`src/rtl/vga_sync_gen.sv`:
```
// vga_sync_gen: VGA raster timing generator (clk/reset in; hsync, vsync, video_on, pixel_tick, pixel_x, pixel_y, frame_start out)
module vga_sync_gen #(
  parameter int CLK_DIV   = 4,
  parameter int H_DISPLAY = 640,
  parameter int H_FP      = 16,
  parameter int H_SYNC    = 96,
  parameter int H_BP      = 48,
  parameter int V_DISPLAY = 480,
  parameter int V_FP      = 10,
  parameter int V_SYNC    = 2,
  parameter int V_BP      = 33,
  parameter bit SYNC_POL  = 1'b0
) (
  input  logic       clk,
  input  logic       reset,
  output logic       hsync,
  output logic       vsync,
  output logic       video_on,
  output logic       pixel_tick,
  output logic [9:0] pixel_x,
  output logic [9:0] pixel_y,
  output logic       frame_start
);
  localparam int H_TOTAL = H_DISPLAY + H_FP + H_SYNC + H_BP;
  localparam int V_TOTAL = V_DISPLAY + V_FP + V_SYNC + V_BP;
  localparam int DW = CLK_DIV > 1 ? $clog2(CLK_DIV) : 1;
  localparam logic [DW-1:0] DIV_LAST = DW'(CLK_DIV - 1);
  localparam logic [9:0] H_LAST = 10'(H_TOTAL - 1);
  localparam logic [9:0] V_LAST = 10'(V_TOTAL - 1);
  localparam logic [9:0] H_VIS  = 10'(H_DISPLAY);
  localparam logic [9:0] V_VIS  = 10'(V_DISPLAY);
  localparam logic [9:0] HS_BEG = 10'(H_DISPLAY + H_FP);
  localparam logic [9:0] HS_END = 10'(H_DISPLAY + H_FP + H_SYNC);
  localparam logic [9:0] VS_BEG = 10'(V_DISPLAY + V_FP);
  localparam logic [9:0] VS_END = 10'(V_DISPLAY + V_FP + V_SYNC);
  logic [DW-1:0] div_cnt_q, div_cnt_d;
  logic [9:0] h_cnt_q, h_cnt_d, v_cnt_q, v_cnt_d;
  logic hsync_q, hsync_d, vsync_q, vsync_d, video_on_q, video_on_d;
  logic pixel_tick_q, pixel_tick_d, frame_start_q, frame_start_d;
  logic tick, h_wrap;
  always_comb begin
    tick = div_cnt_q == DIV_LAST;
    h_wrap = tick && h_cnt_q == H_LAST;
    div_cnt_d = tick ? '0 : div_cnt_q + 1'b1;
    h_cnt_d = !tick ? h_cnt_q : h_wrap ? '0 : h_cnt_q + 10'd1;
    v_cnt_d = !h_wrap ? v_cnt_q : v_cnt_q == V_LAST ? '0 : v_cnt_q + 10'd1;
    video_on_d = h_cnt_d < H_VIS && v_cnt_d < V_VIS;
    hsync_d = (h_cnt_d >= HS_BEG && h_cnt_d < HS_END) ? SYNC_POL : ~SYNC_POL;
    vsync_d = (v_cnt_d >= VS_BEG && v_cnt_d < VS_END) ? SYNC_POL : ~SYNC_POL;
    pixel_tick_d = tick;
    frame_start_d = h_wrap && v_cnt_q == V_LAST;
  end
  always_ff @(posedge clk) begin
    if (reset) begin
      div_cnt_q <= '0;
      h_cnt_q <= '0;
      v_cnt_q <= '0;
      hsync_q <= ~SYNC_POL;
      vsync_q <= ~SYNC_POL;
      video_on_q <= 1'b0;
      pixel_tick_q <= 1'b0;
      frame_start_q <= 1'b0;
    end else begin
      div_cnt_q <= div_cnt_d;
      h_cnt_q <= h_cnt_d;
      v_cnt_q <= v_cnt_d;
      hsync_q <= hsync_d;
      vsync_q <= vsync_d;
      video_on_q <= video_on_d;
      pixel_tick_q <= pixel_tick_d;
      frame_start_q <= frame_start_d;
    end
  end
  assign hsync = hsync_q;
  assign vsync = vsync_q;
  assign video_on = video_on_q;
  assign pixel_tick = pixel_tick_q;
  assign pixel_x = h_cnt_q;
  assign pixel_y = v_cnt_q;
  assign frame_start = frame_start_q;
endmodule

```
`config.mk`:
```
export PLATFORM = sky130hd
export DESIGN_NAME = vga_sync_gen
export DESIGN_NICKNAME = d
export VERILOG_FILES = /design/src/rtl/vga_sync_gen.sv
export SDC_FILE = /design/constraint.sdc
export NUM_CORES = 1
export LEC_CHECK = 0
export ABC_AREA = 1
export ABC_CLOCK_PERIOD_IN_PS = 1800
export CAP_MARGIN = 0
export CELL_PAD_IN_SITES_DETAIL_PLACEMENT = 2
export CELL_PAD_IN_SITES_GLOBAL_PLACEMENT = 2
export CORE_ASPECT_RATIO = 1.2
export CORE_MARGIN = 5
export CORE_UTILIZATION = 28
export CTS_CLUSTER_SIZE = 30
export DETAILED_ROUTE_END_ITERATION = 10
export PLACE_DENSITY = 0.86
export SYNTH_ARGS = -nofsm -noshare
export SYNTH_HDL_FRONTEND = slang
export SYNTH_SLANG_ARGS = --single-unit
```
`constraint.sdc`:
```
create_clock -name clk -period 1.8 [get_ports clk]
set_input_delay 0.36 -clock clk [delete_from_list [all_inputs] [get_ports clk]]
set_output_delay 0.36 -clock clk [all_outputs]
set_load 0.01 [all_outputs]
```
==> results.md <==
* Int Pwr at 0.7963 mW
* Floorplan row count at 29
* Post-synth EDFFs at 0
* Slowest cell on the critical path: dfxtp_2
* Drt pass-1 iters at 2
* Die area at 0.007192 mm^2
* Arr. time, crit path at 1.96 ns
* Net switching power at 0.2814 mW
* Post-DP HPWL at 4538 um
* Post-synthesis sequential area ratio at 34.53%
* Max-cap violations at 0
* Most common cell after layout, fill and taps aside: nand2_1
* Top_reg_cell synth: dfxtp_1
* IO Port Bufs at 26
* Clk network pwr share at 36.1%
* Total GRT Usage at 16.86%
* Routed wire length at 6333 um
* TritonCTS clock tree: yes
* Logic pwr share at 6.7%
* Synth cell types at 27
* I/O pin total at 27
* Core area at 0.005370 mm^2
* Worst Path Max Fanout at 8
* Slowest cell delay on critical path at 0.35 ns
* Initial antenna violation count at 0
* Pwr per Cell Area at 495.0 mW/mm^2
* Crit. End Element: register
* Finish-stage setup viols at 0
* Final antenna-violating net count at 0
* H-tree levels at 1
* Detailed Route Iter0 Violations at 64
* Vias in the first global route at 1957
* DR vias at 1770
* Synth top area cells: dfxtp_1 35%, nand2_1 16%, nor2_1 8.4%
* Cts hold-fix bufs at 0
* Routed WL per cell at 17.94 um
* Setup_tns at 0 ns
* Pins over their slew limit at 0
* Startpoint class of the critical path: register
* Nets at 298
* Clk_skew at 0.008662 ns
* Global-route wire length before repair at 9611 um
* Worst skew pair latency at 0.29 ns
* Vias/cell at 5.014
* FMAX at 0.5652 GHz
* Max-Slew Margin vs Limit at 80.20%
* Syn Inst Count at 241
* Clock sinks at 27
* Clk buf depth at 2
* Hold WS at 0.4710 ns
* Lkg Pwr at 0.8978 nW
* Data required, critical path at 1.99 ns
* Syn. warnings at 0
* Initial core utilization at 29.15%
* Final min period at 1.769 ns
* Post-route DRC at 0
* Gpl congestion at 0.8382
* Root Driver: clkbuf_8
* Seq pwr share at 57.1%
* Die X at 78.26 um
* Outcome: completed
* Area added between synthesis and finish at 39.09%
* Layout cells sized above 1 at 22.68%
* Final worst-path cycle share at 98.30%
* Net Count, Synth at 247
* Area leader, netlist: dfxtp_1
* Worst slew pin tran at 0.2956 ns
* Hold Fails Final Rpt at 0
* Die Ht at 91.91 um
* Num CTS Buffers at 3
* Async S/R FF share, synth at 0%
* Cell Area, Synth at 0.001565 mm^2
* Total congestion overflow at 0
* Peak VDD IR at 0.0003141 V
* Pin count of the biggest net entering global routing at 22
* Most frequent cells in the layout: 67 x nand2_1, 31 x inv_1, 31 x nor2_1
* Clock Pin Slew Worst Setup and Hold Paths at 0.11 ns
* Critical path class: reg2reg
* Final Core Density at 40.54%
* Sw Share at 26.11%
* HP Class: reg2reg
* Flops & latches, synth at 27
* Post-synth top area share at 34.53%
* Inserted Diodes at 0
* Critical path, cell by cell: ha_2, nand3_2, nor2_4, nand3_4, inv_4, nand3_1, nand2_1, nand2_1, nor3_2, nand3_1
* Mean post-synth cell area at 6.495 um^2
[metrics by stage]
step,total power [mW],setup WS (ns),cell area (um^2),std cells
floorplan,0.6527,0.2036,1565,241
global placement,0.6800,0.001956,2031,345
detailed placement,0.6843,-0.07811,2031,345
CTS,1.065,0.006966,2110,351
global route,1.114,-0.06945,2177,353
finish,1.078,0.03066,2177,353
[cell type report]
class | count | area [um^2]
inverter | 37 | 141.4
timing repair buffer | 48 | 425.4
fill | 671 | 3193
clock inverter | 1 | 7.507
sequential | 27 | 549.3
tap | 62 | 77.57
clock buffer | 3 | 41.29
multi-input combinational | 175 | 934.6
[cell usage after synthesis (all sizes together), types with 2 or more instances]
master  count
a21oi       8
clkbuf      2
dfxtp      27
ha          4
inv        36
nand2      70
nand3      25
nand4       5
nor2       43
nor3        7
o21ai       7
[power groups by stage]
stage               logic (mW)  registers, mW  clock network, mW
global placement        0.0563          0.624                  0
CTS                     0.0656          0.611              0.388
floorplan               0.0258          0.627                  0
detailed placement      0.0597          0.625                  0
global route            0.0776          0.616              0.421
finish                  0.0726          0.616              0.390
[worst max-delay path: cells and delay by family, from the launching register on]
kind / cells / cell delay (ns)
buf+inv: 1 / 0.13
flops: 1 / 0.35
fa+ha+maj: 1 / 0.22
simple gates: 8 / 0.96
[worst paths after layout]
| kind | cells after the start | start | to | slack (ns) |
|---|---|---|---|---|
| worst max-delay path | 10 | pixel_x[0] | vsync | 0.03 |
| worst min-delay path | 1 | div_cnt_q[0] | div_cnt_q[0] | 0.47 |
| worst max register to register | 10 | pixel_x[0] | vsync | 0.03 |
| worst min register to register | 1 | div_cnt_q[0] | div_cnt_q[0] | 0.47 |
[registers in the layout, indices dropped and copies added, names as in the netlist]
register and flops:
pixel_x 10, pixel_y 10, div_cnt_q 2, frame_start 1
hsync 1, pixel_tick 1, video_on 1, vsync 1
[what timing repair did]
action | CTS | global route
setup endpoints to repair | 2 | 5
pin swaps | 1 | 5
buffers inserted | 2 | 2
gates resized for setup | 6 | 16
gates cloned | 0 | 0
[routing by layer]
metal	up-vias	wire length (um)	track usage (%)	share of wire, %
met3	17	116	1.569	1.8
met1	861	2420	17.34	38
met2	33	3585	34.64	57
li1	859	-	-	-
met4	0	211	5.539	3.3
met5	-	0	0	0
[cell families after synthesis]
group                      count (synthesis)  synth area share (%)
xor gates and xnor gates                   2                 1.119
DFF                                       27                 34.53
and+or+nand+nor                          151                 45.24
adders and majority gates                  4                 3.198
buffers and inverters                     39                 9.432
AOI/OAI and AO/OA                         18                 6.475
(Power assumes the default switching activity.)
